`config.mk`:
```
export PLATFORM = sky130hd
export DESIGN_NAME = multicycle_subtractor
export DESIGN_NICKNAME = d
export VERILOG_FILES = /design/src/rtl/multicycle_subtractor.sv
export SDC_FILE = /design/constraint.sdc
export NUM_CORES = 1
export LEC_CHECK = 0
export CAP_MARGIN = 20
export CORE_MARGIN = 4
export CORE_UTILIZATION = 57
export CTS_CLUSTER_DIAMETER = 50
export CTS_CLUSTER_SIZE = 24
export DETAILED_ROUTE_END_ITERATION = 10
export PLACE_DENSITY = 0.95
export SYNTH_ARGS = -nofsm -noshare
export SYNTH_HDL_FRONTEND = slang
export SYNTH_SLANG_ARGS = --single-unit
```
`constraint.sdc`:
```
create_clock -name clk -period 6.1 [get_ports clk]
set_input_delay 1.22 -clock clk [delete_from_list [all_inputs] [get_ports clk]]
set_output_delay 1.22 -clock clk [all_outputs]
set_load 0.02 [all_outputs]
```
`src/rtl/multicycle_subtractor.sv`:
```
// Multi-cycle unsigned subtractor: diff = a - b - borrow_in, CHUNK bits per
// clock with the borrow carried between cycles. Valid/ready on both sides.
module multicycle_subtractor #(
  parameter int WIDTH = 16,
  parameter int CHUNK = 4
) (
  input  logic             clk,
  input  logic             rst_n,
  input  logic             in_valid,
  output logic             in_ready,
  input  logic [WIDTH-1:0] a,
  input  logic [WIDTH-1:0] b,
  input  logic             borrow_in,
  output logic             out_valid,
  input  logic             out_ready,
  output logic [WIDTH-1:0] diff,
  output logic             borrow,
  output logic             zero
);
  localparam int NCHUNK = WIDTH / CHUNK;
  localparam int KW     = (NCHUNK > 1) ? $clog2(NCHUNK) : 1;

  typedef enum logic [1:0] {IDLE, BUSY, DONE} state_e;

  state_e           state_q, state_d;
  logic [WIDTH-1:0] a_q, a_d, b_q, b_d;
  logic [WIDTH-1:0] res_q, res_d;
  logic [WIDTH-1:0] diff_q, diff_d;
  logic             brw_q, brw_d;
  logic             borrow_q, borrow_d;
  logic             zero_q, zero_d;
  logic [KW-1:0]    k_q, k_d;
  logic [CHUNK:0]   chunk_res;
  logic             last_chunk;

  assign last_chunk = (k_q == KW'(NCHUNK - 1));

  // One chunk of the subtraction; the extra top bit is the chunk borrow-out.
  always_comb begin
    chunk_res = {1'b0, a_q[int'(k_q)*CHUNK +: CHUNK]}
              - {1'b0, b_q[int'(k_q)*CHUNK +: CHUNK]}
              - (CHUNK+1)'(brw_q);
  end

  // Next-state logic. Output registers are only loaded on the last chunk so
  // they hold the previous result while a new operation is in progress.
  always_comb begin
    state_d  = state_q;
    a_d      = a_q;
    b_d      = b_q;
    brw_d    = brw_q;
    k_d      = k_q;
    res_d    = res_q;
    diff_d   = diff_q;
    borrow_d = borrow_q;
    zero_d   = zero_q;
    case (state_q)
      IDLE: begin
        if (in_valid) begin
          a_d     = a;
          b_d     = b;
          brw_d   = borrow_in;
          k_d     = '0;
          state_d = BUSY;
        end
      end
      BUSY: begin
        res_d[int'(k_q)*CHUNK +: CHUNK] = chunk_res[CHUNK-1:0];
        brw_d = chunk_res[CHUNK];
        k_d   = k_q + 1'b1;
        if (last_chunk) begin
          diff_d   = res_d;
          borrow_d = chunk_res[CHUNK];
          zero_d   = (res_d == '0);
          state_d  = DONE;
        end
      end
      DONE: begin
        if (out_ready) state_d = IDLE;
      end
      default: state_d = IDLE;
    endcase
  end

  // State and datapath registers; reset discards any operation in flight.
  always_ff @(posedge clk or negedge rst_n) begin
    if (!rst_n) begin
      state_q  <= IDLE;
      a_q      <= '0;
      b_q      <= '0;
      brw_q    <= 1'b0;
      k_q      <= '0;
      res_q    <= '0;
      diff_q   <= '0;
      borrow_q <= 1'b0;
      zero_q   <= 1'b0;
    end else begin
      state_q  <= state_d;
      a_q      <= a_d;
      b_q      <= b_d;
      brw_q    <= brw_d;
      k_q      <= k_d;
      res_q    <= res_d;
      diff_q   <= diff_d;
      borrow_q <= borrow_d;
      zero_q   <= zero_d;
    end
  end

  assign in_ready  = (state_q == IDLE);
  assign out_valid = (state_q == DONE);
  assign diff      = diff_q;
  assign borrow    = borrow_q;
  assign zero      = zero_q;

endmodule

```
==> results_tabular.tex <==
\begin{tabular}{lr}
\hline
Metric & Value \\
\hline
\multicolumn{2}{l}{\textbf{Run status}} \\
\quad Result of the run & finished clean \\
\multicolumn{2}{l}{\textbf{Critical path}} \\
\quad Arrival time worst endpoint & 3.92 ns \\
\quad Maximum fanout along the worst path & 19 \\
\quad CP peak stage delay & 0.87 ns \\
\quad Start-to-end type of the worst setup path & flop to flop \\
\quad Sequence of cells on the critical path & mux4\_2 > fa\_1 > fa\_1 > xor2\_1 > or3\_1 > nor4\_1 > a221o\_1 \\
\quad Critical path endpoint category & flop \\
\quad Slowest library cell on the worst path & sky130\_fd\_sc\_hd\_\_dfrtp\_1 \\
\quad Most prevalent standard cell on the critical path & sky130\_fd\_sc\_hd\_\_fa\_1 \\
\quad Data required time at the worst endpoint & 6.34 ns \\
\quad Startpoint types & flop \\
\multicolumn{2}{l}{\textbf{Timing}} \\
\quad Setup violations, final & 0 \\
\quad Final hold vios & 0 \\
\quad Final Cycle Share & 60.3\% \\
\quad Setup tns final & 0 ns \\
\quad Relative slew margins & between 30\% and 40\% \\
\quad Setup repair after global routing missed its margin & false \\
\quad Slew of the pin with the lowest slew margin & $\sim$0.91 ns \\
\quad Upper clock frequency limit & 272 MHz \\
\quad Worst Skew & about 0.0075 ns \\
\quad Minimum clock period after layout & 3.68 ns \\
\quad Max-slew violations & 0 \\
\multicolumn{2}{l}{\textbf{Global routing}} \\
\quad Via count of the first global-routing pass & 2537 \\
\quad Global-route usage over all layers & 22.4\% \\
\quad Wire length of the first global-routing pass & 12600 um \\
\quad Total overflow reported by the global router & 0 \\
\quad Pin count of the biggest net entering global routing & 72 \\
\quad Number of antenna violations at the first check in global routing & 0 \\
\multicolumn{2}{l}{\textbf{Cells and area}} \\
\quad Fraction of layout instances using a drive strength above 1 & 18.4\% \\
\quad Area growth, synth to finish & 24.7\% \\
\quad Post-Layout Cell Count & between 400 and 500 \\
\quad Layout filler cell count & around 370 \\
\quad Net count, final & 391 \\
\quad Inserted Diodes & 0 \\
\multicolumn{2}{l}{\textbf{Clock network}} \\
\quad Number of post-CTS setup repair buffers & 0 \\
\quad Hold buffer count at CTS & 0 \\
\quad \# H-tree levels & 3 \\
\quad Clk pin slew, worst setup/hold paths & $\sim$0.070 ns \\
\quad Clock root cell & sky130\_fd\_sc\_hd\_\_clkbuf\_8 \\
\quad Clock tree from TritonCTS & built \\
\quad Later-pin clock latency in the skew report & 0.36 ns \\
\quad Post-cts resize count & 0 \\
\quad Number of clock sinks & 71 \\
\quad Clock buffer count from CTS & 9 \\
\quad Clock Tree Buf Depth & 2 \\
\multicolumn{2}{l}{\textbf{Floorplanning}} \\
\quad Effective utilization at floorplan & 60.4\% \\
\quad Total core area & 5680 um2 \\
\quad Number of ports placed on the die boundary & 57 \\
\quad Die boundary width & 85.5 um \\
\quad Chip height & $\sim$86 um \\
\quad Floorplan row count & 27 \\
\quad Area of the die & 7310 um2 \\
\multicolumn{2}{l}{\textbf{Synth}} \\
\quad Largest cells by area after synthesis & sky130\_fd\_sc\_hd\_\_dfrtp\_1 (52\%), sky130\_fd\_sc\_hd\_\_mux2\_2 (11\%), sky130\_fd\_sc\_hd\_\_mux4\_2 (5.3\%) \\
\quad Average size of a mapped cell & around 12 um2 \\
\quad Sequential fraction of the synthesis area & 51.9\% \\
\quad Number of enable flip-flop cells after synthesis & 0 \\
\quad Fraction of post-synthesis cell area in the top cell type by area & 51.9\% \\
\quad Synthesized netlist net count & 335 \\
\quad Area leader, netlist & sky130\_fd\_sc\_hd\_\_dfrtp\_1 \\
\quad FF+latch count, synth & 71 \\
\quad Gate count after technology mapping & around 290 \\
\quad Most used DFF post-synth & sky130\_fd\_sc\_hd\_\_dfrtp\_1 \\
\quad Most used standard cell by instance count after synthesis & sky130\_fd\_sc\_hd\_\_dfrtp\_1 \\
\quad Post-Synthesis Cell Area & around 3400 um2 \\
\quad Ranking of synthesized cells by instance count & sky130\_fd\_sc\_hd\_\_dfrtp\_1 (71), sky130\_fd\_sc\_hd\_\_mux2\_2 (32), sky130\_fd\_sc\_hd\_\_nand2\_1 (25) \\
\quad Library cells used by synthesis & 38 \\
\quad Async set-reset flop share out of synthesis & 100\% \\
\quad Number of warnings reported in the yosys synthesis log & 0 \\
\multicolumn{2}{l}{\textbf{Placed design}} \\
\quad Routability congestion estimate & 0.903 \\
\quad Placed Instances & 403 \\
\quad Number of buffers inserted by port buffering & 56 \\
\quad HPWL after detailed placement & 5000 um \\
\multicolumn{2}{l}{\textbf{Hold path}} \\
\quad Class of the tightest hold or removal check & flop to flop \\
\multicolumn{2}{l}{\textbf{Routing}} \\
\quad Initial DRT Pass Iterations & 4 \\
\quad DRC violation count after routing & 0 \\
\quad Number of DRC violations after detailed-routing iteration 0 & between 200 and 250 \\
\quad DRT antenna net count & 0 \\
\quad Routed length per placed instance & 18.0 um \\
\quad Via count normalized by instance count & approximately 5.9 \\
\quad Sum of routed wire length over all layers & 7520 um \\
\quad Routed via count & roughly 2500 \\
\multicolumn{2}{l}{\textbf{Job}} \\
\quad Number of max-capacitance violations reported & 0 \\
\hline
\end{tabular}
## layout make-up
cell class / instances / area, um2 / area share [%]
tap: 72 / 90.1 / 2.11
inverter: 12 / 45.0 / 1.05
timing repair buffer: 59 / 578 / 13.5
multi-input combinational: 189 / 1550 / 36.3
clock buffer: 11 / 151 / 3.54
clock inverter: 5 / 80.1 / 1.87
sequential: 71 / 1780 / 41.6
## critical path: cells and delay by family (launching register included)
family	cells	cell delay, ns
fa+ha+maj	2	0.87
mux	1	0.62
simple gates	2	0.29
compound gates	1	0.30
flops	1	0.87
xor+xnor	1	0.62
## routing by layer
metal	part of all wire [%]	GRT usage (%)
met5	0	0
met4	2.2	9.93
met3	5.6	4.61
met2	50	37.1
met1	42	28.5
## flip-flops by register name, summed over array words and instances, names as in the netlist
name,cells
a_q,16
b_q,16
diff,16
res_q,16
k_q,2
state_q,2
borrow,1
brw_q,1
zero,1
## cells in the final DEF (no fill, tap or decap), types with 3 or more instances in the layout
cell type,count
sky130_fd_sc_hd__a21oi_1,13
sky130_fd_sc_hd__a22o_1,12
sky130_fd_sc_hd__a31oi_1,3
sky130_fd_sc_hd__buf_4,3
sky130_fd_sc_hd__clkbuf_8,11
sky130_fd_sc_hd__clkdlybuf4s50_1,55
sky130_fd_sc_hd__dfrtp_1,71
sky130_fd_sc_hd__ha_1,10
sky130_fd_sc_hd__inv_1,12
sky130_fd_sc_hd__mux2_2,32
sky130_fd_sc_hd__mux4_2,8
sky130_fd_sc_hd__nand2_1,25
sky130_fd_sc_hd__nand2b_1,4
sky130_fd_sc_hd__nand3_1,4
sky130_fd_sc_hd__nor2_1,8
sky130_fd_sc_hd__nor2b_1,12
sky130_fd_sc_hd__nor3b_1,4
sky130_fd_sc_hd__nor4_1,5
sky130_fd_sc_hd__o21ai_0,20
sky130_fd_sc_hd__o31ai_1,4
sky130_fd_sc_hd__or3_1,3
## cell families (layout without fill, tap and decap cells)
kind of cell    Yosys count  in the layout  share of synthesized area (%)
mux                      41             41                           16.1
fa+ha+maj                12             12                           4.82
compound gates           60             60                           11.5
buf+inv                  26             87                           3.03
flops                    71             71                           51.9
xor+xnor                  4              4                           1.24
simple gates             72             72                           11.5
## through the flow
step / worst slack, ns / hold slack [ns] / util, % / instance area (um2)
6_report: 2.42 / 0.486 / 75.3 / 4270
5_1_grt: 2.25 / 0.520 / 75.3 / 4270
4_1_cts: 2.45 / 0.487 / 75.3 / 4270
3_5_place_dp: 2.50 / 0.471 / 71.2 / 4040
3_3_place_gp: 2.57 / 0.460 / 71.2 / 4040
2_1_floorplan: 2.90 / 0.458 / - / 3430
## final timing paths
| path | end | slack, ns | cells after the start | startpoint |
|---|---|---|---|---|
| worst max register to register | zero | 2.42 | 7 | k_q[0] |
| min in group asynchronous | state_q[0] | 1.07 | 2 | rst_n |
| worst min-delay path | diff[10] | 0.49 | 2 | diff[10] |
| worst min register to register | diff[10] | 0.49 | 2 | diff[10] |
| worst max-delay path | zero | 2.42 | 7 | k_q[0] |
| max in group asynchronous | res_q[4] | 4.47 | 2 | rst_n |
Power is left out: the tool's default activity adds up to more than one toggle a clock period on the data nets, which glitch-free logic cannot reach.
